===== src/rtl/gf180_sram_pkg.sv =====
// Shared types and helpers for the gf180 SRAM array model.
// Holds the clear/idle state encoding and the address-width helper.
package gf180_sram_pkg;

    typedef enum logic {
        CLEAR = 1'b0,
        IDLE  = 1'b1
    } state_t;

    function automatic int sram_aw(input int depth);
        return $clog2(depth);
    endfunction

endpackage


===== src/rtl/gf180_sram_clear_seq.sv =====
// Power-up / reset clear sequencer: walks every word once writing zeros,
// then raises ready. Owns the state machine and the clear counter.
module gf180_sram_clear_seq
    import gf180_sram_pkg::*;
#(
    parameter int DEPTH = 512,
    parameter int AW    = sram_aw(DEPTH)
) (
    input  logic          i_clk,
    input  logic          i_rst,
    output logic [AW-1:0] o_clr_addr,
    output logic          o_clr_we,
    output logic          o_ready
);

    localparam logic [AW-1:0] LAST_ADDR = AW'(DEPTH - 1);

    state_t        r_state;
    logic [AW-1:0] r_clr_cnt;
    logic          r_ready;

    always_ff @(posedge i_clk) begin
        if (i_rst) begin
            r_state   <= CLEAR;
            r_clr_cnt <= '0;
            r_ready   <= 1'b0;
        end else begin
            case (r_state)
                CLEAR: begin
                    // The write of the last word and the move to IDLE share one edge.
                    if (r_clr_cnt == LAST_ADDR) begin
                        r_state   <= IDLE;
                        r_clr_cnt <= '0;
                        r_ready   <= 1'b1;
                    end else begin
                        r_clr_cnt <= r_clr_cnt + 1'b1;
                    end
                end
                IDLE: begin
                    r_ready <= 1'b1;
                end
                default: begin
                    r_state <= CLEAR;
                    r_ready <= 1'b0;
                end
            endcase
        end
    end

    assign o_clr_addr = r_clr_cnt;
    assign o_clr_we   = (r_state == CLEAR);
    assign o_ready    = r_ready;

endmodule


===== src/rtl/gf180_sram_array.sv =====
// Single-port SRAM array with bit-masked writes and a self-clearing reset.
// Define GF180_SRAM_ARRAY_OUTREG_EN for an extra output register (read latency 2).
module gf180_sram_array
    import gf180_sram_pkg::*;
#(
    parameter int WIDTH = 8,
    parameter int DEPTH = 512
) (
    input  logic                        CLK,
    input  logic                        RST,
    input  logic                        CEN,
    input  logic                        GWEN,
    input  logic [WIDTH-1:0]            WEN,
    input  logic [sram_aw(DEPTH)-1:0]   A,
    input  logic [WIDTH-1:0]            D,
    output logic [WIDTH-1:0]            Q,
    output logic                        READY
);

    localparam int AW = $clog2(DEPTH);

    logic [WIDTH-1:0] r_mem [DEPTH];
    logic [WIDTH-1:0] r_q;
    logic [AW-1:0]    w_clr_addr;
    logic             w_clr_we;
    logic             w_ready;
    logic             w_in_range;
    logic             w_rd;
    logic             w_wr;
    logic [WIDTH-1:0] w_mask;

    gf180_sram_clear_seq #(
        .DEPTH (DEPTH),
        .AW    (AW)
    ) u_clear_seq (
        .i_clk      (CLK),
        .i_rst      (RST),
        .o_clr_addr (w_clr_addr),
        .o_clr_we   (w_clr_we),
        .o_ready    (w_ready)
    );

    assign w_in_range = ({1'b0, A} < (AW + 1)'(DEPTH));
    assign w_rd       = w_ready && !CEN && !GWEN;
    assign w_wr       = w_ready && !CEN && GWEN && w_in_range;
    assign w_mask     = ~WEN;

    // Storage carries no reset; the clear sequencer zeroes it word by word.
    always_ff @(posedge CLK) begin
        if (!RST) begin
            if (w_clr_we) begin
                r_mem[w_clr_addr] <= '0;
            end else if (w_wr) begin
                r_mem[A] <= (r_mem[A] & ~w_mask) | (D & w_mask);
            end
        end
    end

    always_ff @(posedge CLK) begin
        if (RST) begin
            r_q <= '0;
        end else if (w_rd) begin
            r_q <= w_in_range ? r_mem[A] : '0;
        end
    end

`ifdef GF180_SRAM_ARRAY_OUTREG_EN
    logic             r_rd_d;
    logic [WIDTH-1:0] r_q2;

    always_ff @(posedge CLK) begin
        if (RST) begin
            r_rd_d <= 1'b0;
            r_q2   <= '0;
        end else begin
            r_rd_d <= w_rd;
            if (r_rd_d) begin
                r_q2 <= r_q;
            end
        end
    end

    assign Q = r_q2;
`else
    assign Q = r_q;
`endif

    assign READY = w_ready;

endmodule


===== config.mk =====
export PLATFORM = sky130hd
export DESIGN_NAME = gf180_sram_array
export DESIGN_NICKNAME = d
export VERILOG_FILES = /design/src/rtl/gf180_sram_pkg.sv /design/src/rtl/gf180_sram_clear_seq.sv /design/src/rtl/gf180_sram_array.sv
export SDC_FILE = /design/constraint.sdc
export NUM_CORES = 2
export LEC_CHECK = 0
export ABC_AREA = 1
export BUFFER_PORTS_ARGS = -buffer_cell sky130_fd_sc_hd__buf_2
export CELL_PAD_IN_SITES_DETAIL_PLACEMENT = 1
export CELL_PAD_IN_SITES_GLOBAL_PLACEMENT = 2
export CORE_MARGIN = 2
export CORE_UTILIZATION = 35
export DETAILED_ROUTE_END_ITERATION = 7
export GPL_TIMING_DRIVEN = 0
export PLACE_DENSITY_LB_ADDON = 0.1
export RECOVER_POWER = 100
export SKIP_CTS_REPAIR_TIMING = 1
export SLEW_MARGIN = 30
export SYNTH_ARGS = -nofsm -noshare
export SYNTH_HDL_FRONTEND = slang
export SYNTH_HIERARCHICAL = 1
export SYNTH_SLANG_ARGS = --single-unit
export TNS_END_PERCENT = 100

===== constraint.sdc =====
create_clock -name CLK -period 8.5 [get_ports CLK]
set_input_delay 0.85 -clock CLK [delete_from_list [all_inputs] [get_ports CLK]]
set_output_delay 0.85 -clock CLK [all_outputs]
set_load 0.03 [all_outputs]

==> flow_metrics.env <==
export IMPL_outcome="finished with violations"
export IMPL_violations="max-capacitance violations, max-slew violations"
export IMPL_cpLargestDelayFamily="buffers and inverters"
export IMPL_worstSetupEndpointType="flop"
export IMPL_drive_gt1_share_pct=9.82
export IMPL_layout_common_cells="4185 x nand2_1, 4101 x nand3_1, 4096 x edfxtp_1"
export IMPL_drtIter0Drc=19500
export IMPL_start_util_pct=35.1
export IMPL_cts_root_buf="clkbuf_16"
export IMPL_worstSetupStartpointType="input pin"
export IMPL_yosys_area_top_type_share_pct=73.8
export IMPL_worst_ep_required_time_ps=9010
export IMPL_period_share_pct=92.8
export IMPL_setup_viol=0
export IMPL_insertion_delay_ps=1100
export IMPL_synth_enable_flop_cells=4096
export IMPL_ir_drop_v=0.000249
export IMPL_ys_seq_elements=4115
export IMPL_layout_commonest_cell="nand2_1"
export IMPL_grt_overflow=0
export IMPL_synth_area_per_cell_um2=11.9
export IMPL_slowest_stage="clkbuf_1"
export IMPL_hold_violations=0
export IMPL_crit_path_frequent_cell="nand3_1"
export IMPL_grt_max_degree=119
export IMPL_async_flop_share_pct=0
export IMPL_cts_tree="yes"
export IMPL_fin_crit_ps=7880
export IMPL_synth_flop_cell="edfxtp_1"
export IMPL_vias=127000
export IMPL_core_um2=475000
export IMPL_wl_per_cell_um=42.5
export IMPL_die_h_um=694
export IMPL_syn_nets=14100
export IMPL_num_rows=253
export IMPL_fp_dieW_um=694
export IMPL_ctsHtreeMaxLevel=5
export IMPL_routed_via_density=5.93
export IMPL_grt_pass1_wl_um=1180000
export IMPL_fin_cells=21400
export IMPL_syn2layout_area_growth_pct=15.9
export IMPL_die_area_um2=482000
export IMPL_synth_area_leaders="edfxtp_1 74%, nand3_1 12%, nand2_1 9.4%, buf_2 1.5%, nor2_1 1.3%"
export IMPL_wl_um=911000
export IMPL_pin_count=38
export IMPL_syn_inst=14000
export IMPL_dp_cells=20500
export IMPL_relSlewSlack_pct=-66.5
export IMPL_syn_area_um2=167000
export IMPL_cts_sinks=4115
export IMPL_port_buffers=30
export IMPL_arrival_ps=8400
export IMPL_worst_pin_slew_ps=2500
export IMPL_path_class="input pin to flop"
export IMPL_gp_congestion=0.998
export IMPL_max_freq_mhz=127
export IMPL_clk_path_buf_depth=4
export IMPL_cp_max_fo=88
export IMPL_clkTransAtPathRegs_ps=60
export IMPL_ys_seq_area_share_pct=74.1
export IMPL_synth_top_area_cell="edfxtp_1"
export IMPL_p_per_area_nw_per_um2=236
export IMPL_hp_class="input pin to flop"
export IMPL_crit_chain="buf_4 -> buf_4 -> clkbuf_1 -> clkbuf_1 -> nand3_1 -> nand3_1 -> nand3_1 -> nand3_1 -> nand3_1 -> nand3_1 -> nand3_1 -> nand3_1 -> nand3_1 -> nand2_1 -> inv_8 -> buf_16 -> buf_16 -> clkbuf_4"
export IMPL_maxCapViolCount=110
export IMPL_hpwl_um=681000
export IMPL_synth_distinct_cells=31
export IMPL_clock_skew_ps=96.8
export IMPL_grt_pass1_vias=122000
export IMPL_antenna_left=0
export IMPL_rsz0062_at_grt="false"
export IMPL_p_leak_nw=71.1
export IMPL_synth_warnings=6
export IMPL_cp_slowest_stage_delay_ps=1430
export IMPL_path_buf_inv=8
export IMPL_r2r_setup_slack_ps=630
export IMPL_drc=0
export IMPL_antenna_found_initial=116
export IMPL_cts_buffers=464
export IMPL_power_total_mw=45.5
export IMPL_fin_nets=14800
export IMPL_first_pass_iters=6
export IMPL_grt_total_usage_pct=37.0
export IMPL_drv_slew=1179
cells in the mapped netlist, types with 5 or more instances:
master	count
nand2_1	4184
nand3_1	4100
edfxtp_1	4096
nor2_1	555
buf_2	515
clkbuf_1	304
buf_1	163
inv_1	35
dfxtp_1	19
inv_2	10
o21a_1	8
nor2_2	7
o21ai_0	6
or2_1	5
through the flow:
stage / instance area, um2 / setup TNS, ps / setup WS (ps) / util (%) / hold slack [ps]
CTS: 195000 / 0 / 1790 / 41.2 / 14.1
floorplan: 167000 / -1620320 / -634 / - / 460
detailed placement: 180000 / 0 / 711 / 38.0 / 517
global route: 193000 / 0 / 810 / 40.7 / 74.2
finish: 193000 / 0 / 615 / 40.7 / 70.4
global placement: 175000 / - / -15300 / 36.8 / 502
registers in the layout, indices dropped and copies added (netlist names):
register / flops
u_clear_seq/o_ready: 1
Q: 8
u_clear_seq/r_state: 1
u_clear_seq/o_clr_addr: 9
r_mem: 4096
cell families (layout without fill, tap and decap cells):
logic type,count (synthesis),count (layout),share of synthesized area (%)
buffers and inverters,1033,2130,2.73
adder cells (fa/ha/maj),3,3,0.0225
AO/OA/AOI/OAI,24,24,0.0931
other,0,53,0
AND/OR/NAND/NOR,8865,8865,23.1
flip-flops,4115,4115,74.1
XOR/XNOR,1,1,0.00526
cell type report:
cell class | count | area, um2
well taps | 6247 | 7820
clock buffers | 567 | 12200
plain buffers | 987 | 4610
diodes | 53 | 133
flip-flops and latches | 4115 | 123000
inverters | 46 | 216
clock inverters | 288 | 2820
fillers | 50000 | 281000
repair buffers | 242 | 3360
multi-input cells | 8893 | 38700
routing by layer:
layer	part of all wire [%]	global-route usage [%]	vias up	wire [um]
met5	0.051	0	-	466
met4	6.5	19.6	38	59100
met3	9.9	8.52	1496	90000
met2	43	54.9	7300	390000
met1	41	50.5	66800	371000
li1	-	-	51600	-
power by group:
group          internal, mW  leakage, nW  switching (mW)
clock                  11.6         7.32            8.83
combinational         0.551         18.3            2.54
sequential             22.0         45.5         0.00300
path summary, 6_finish.rpt:
check,start,end,depth (start not counted)
worst min register to register,u_clear_seq/o_clr_addr[7]$_SDFFE_PP0N_,u_clear_seq/o_clr_addr[7]$_SDFFE_PP0N_,2
worst min-delay path,RST,u_clear_seq/r_state$_SDFF_PP0_,2
worst max-delay path,A[1],r_mem[252][3]$_DFFE_PP_,18
worst max register to register,u_clear_seq/r_state$_SDFF_PP0_,r_mem[223][3]$_DFFE_PP_,11
No activity file was read; power rests on OpenSTA's default activity.
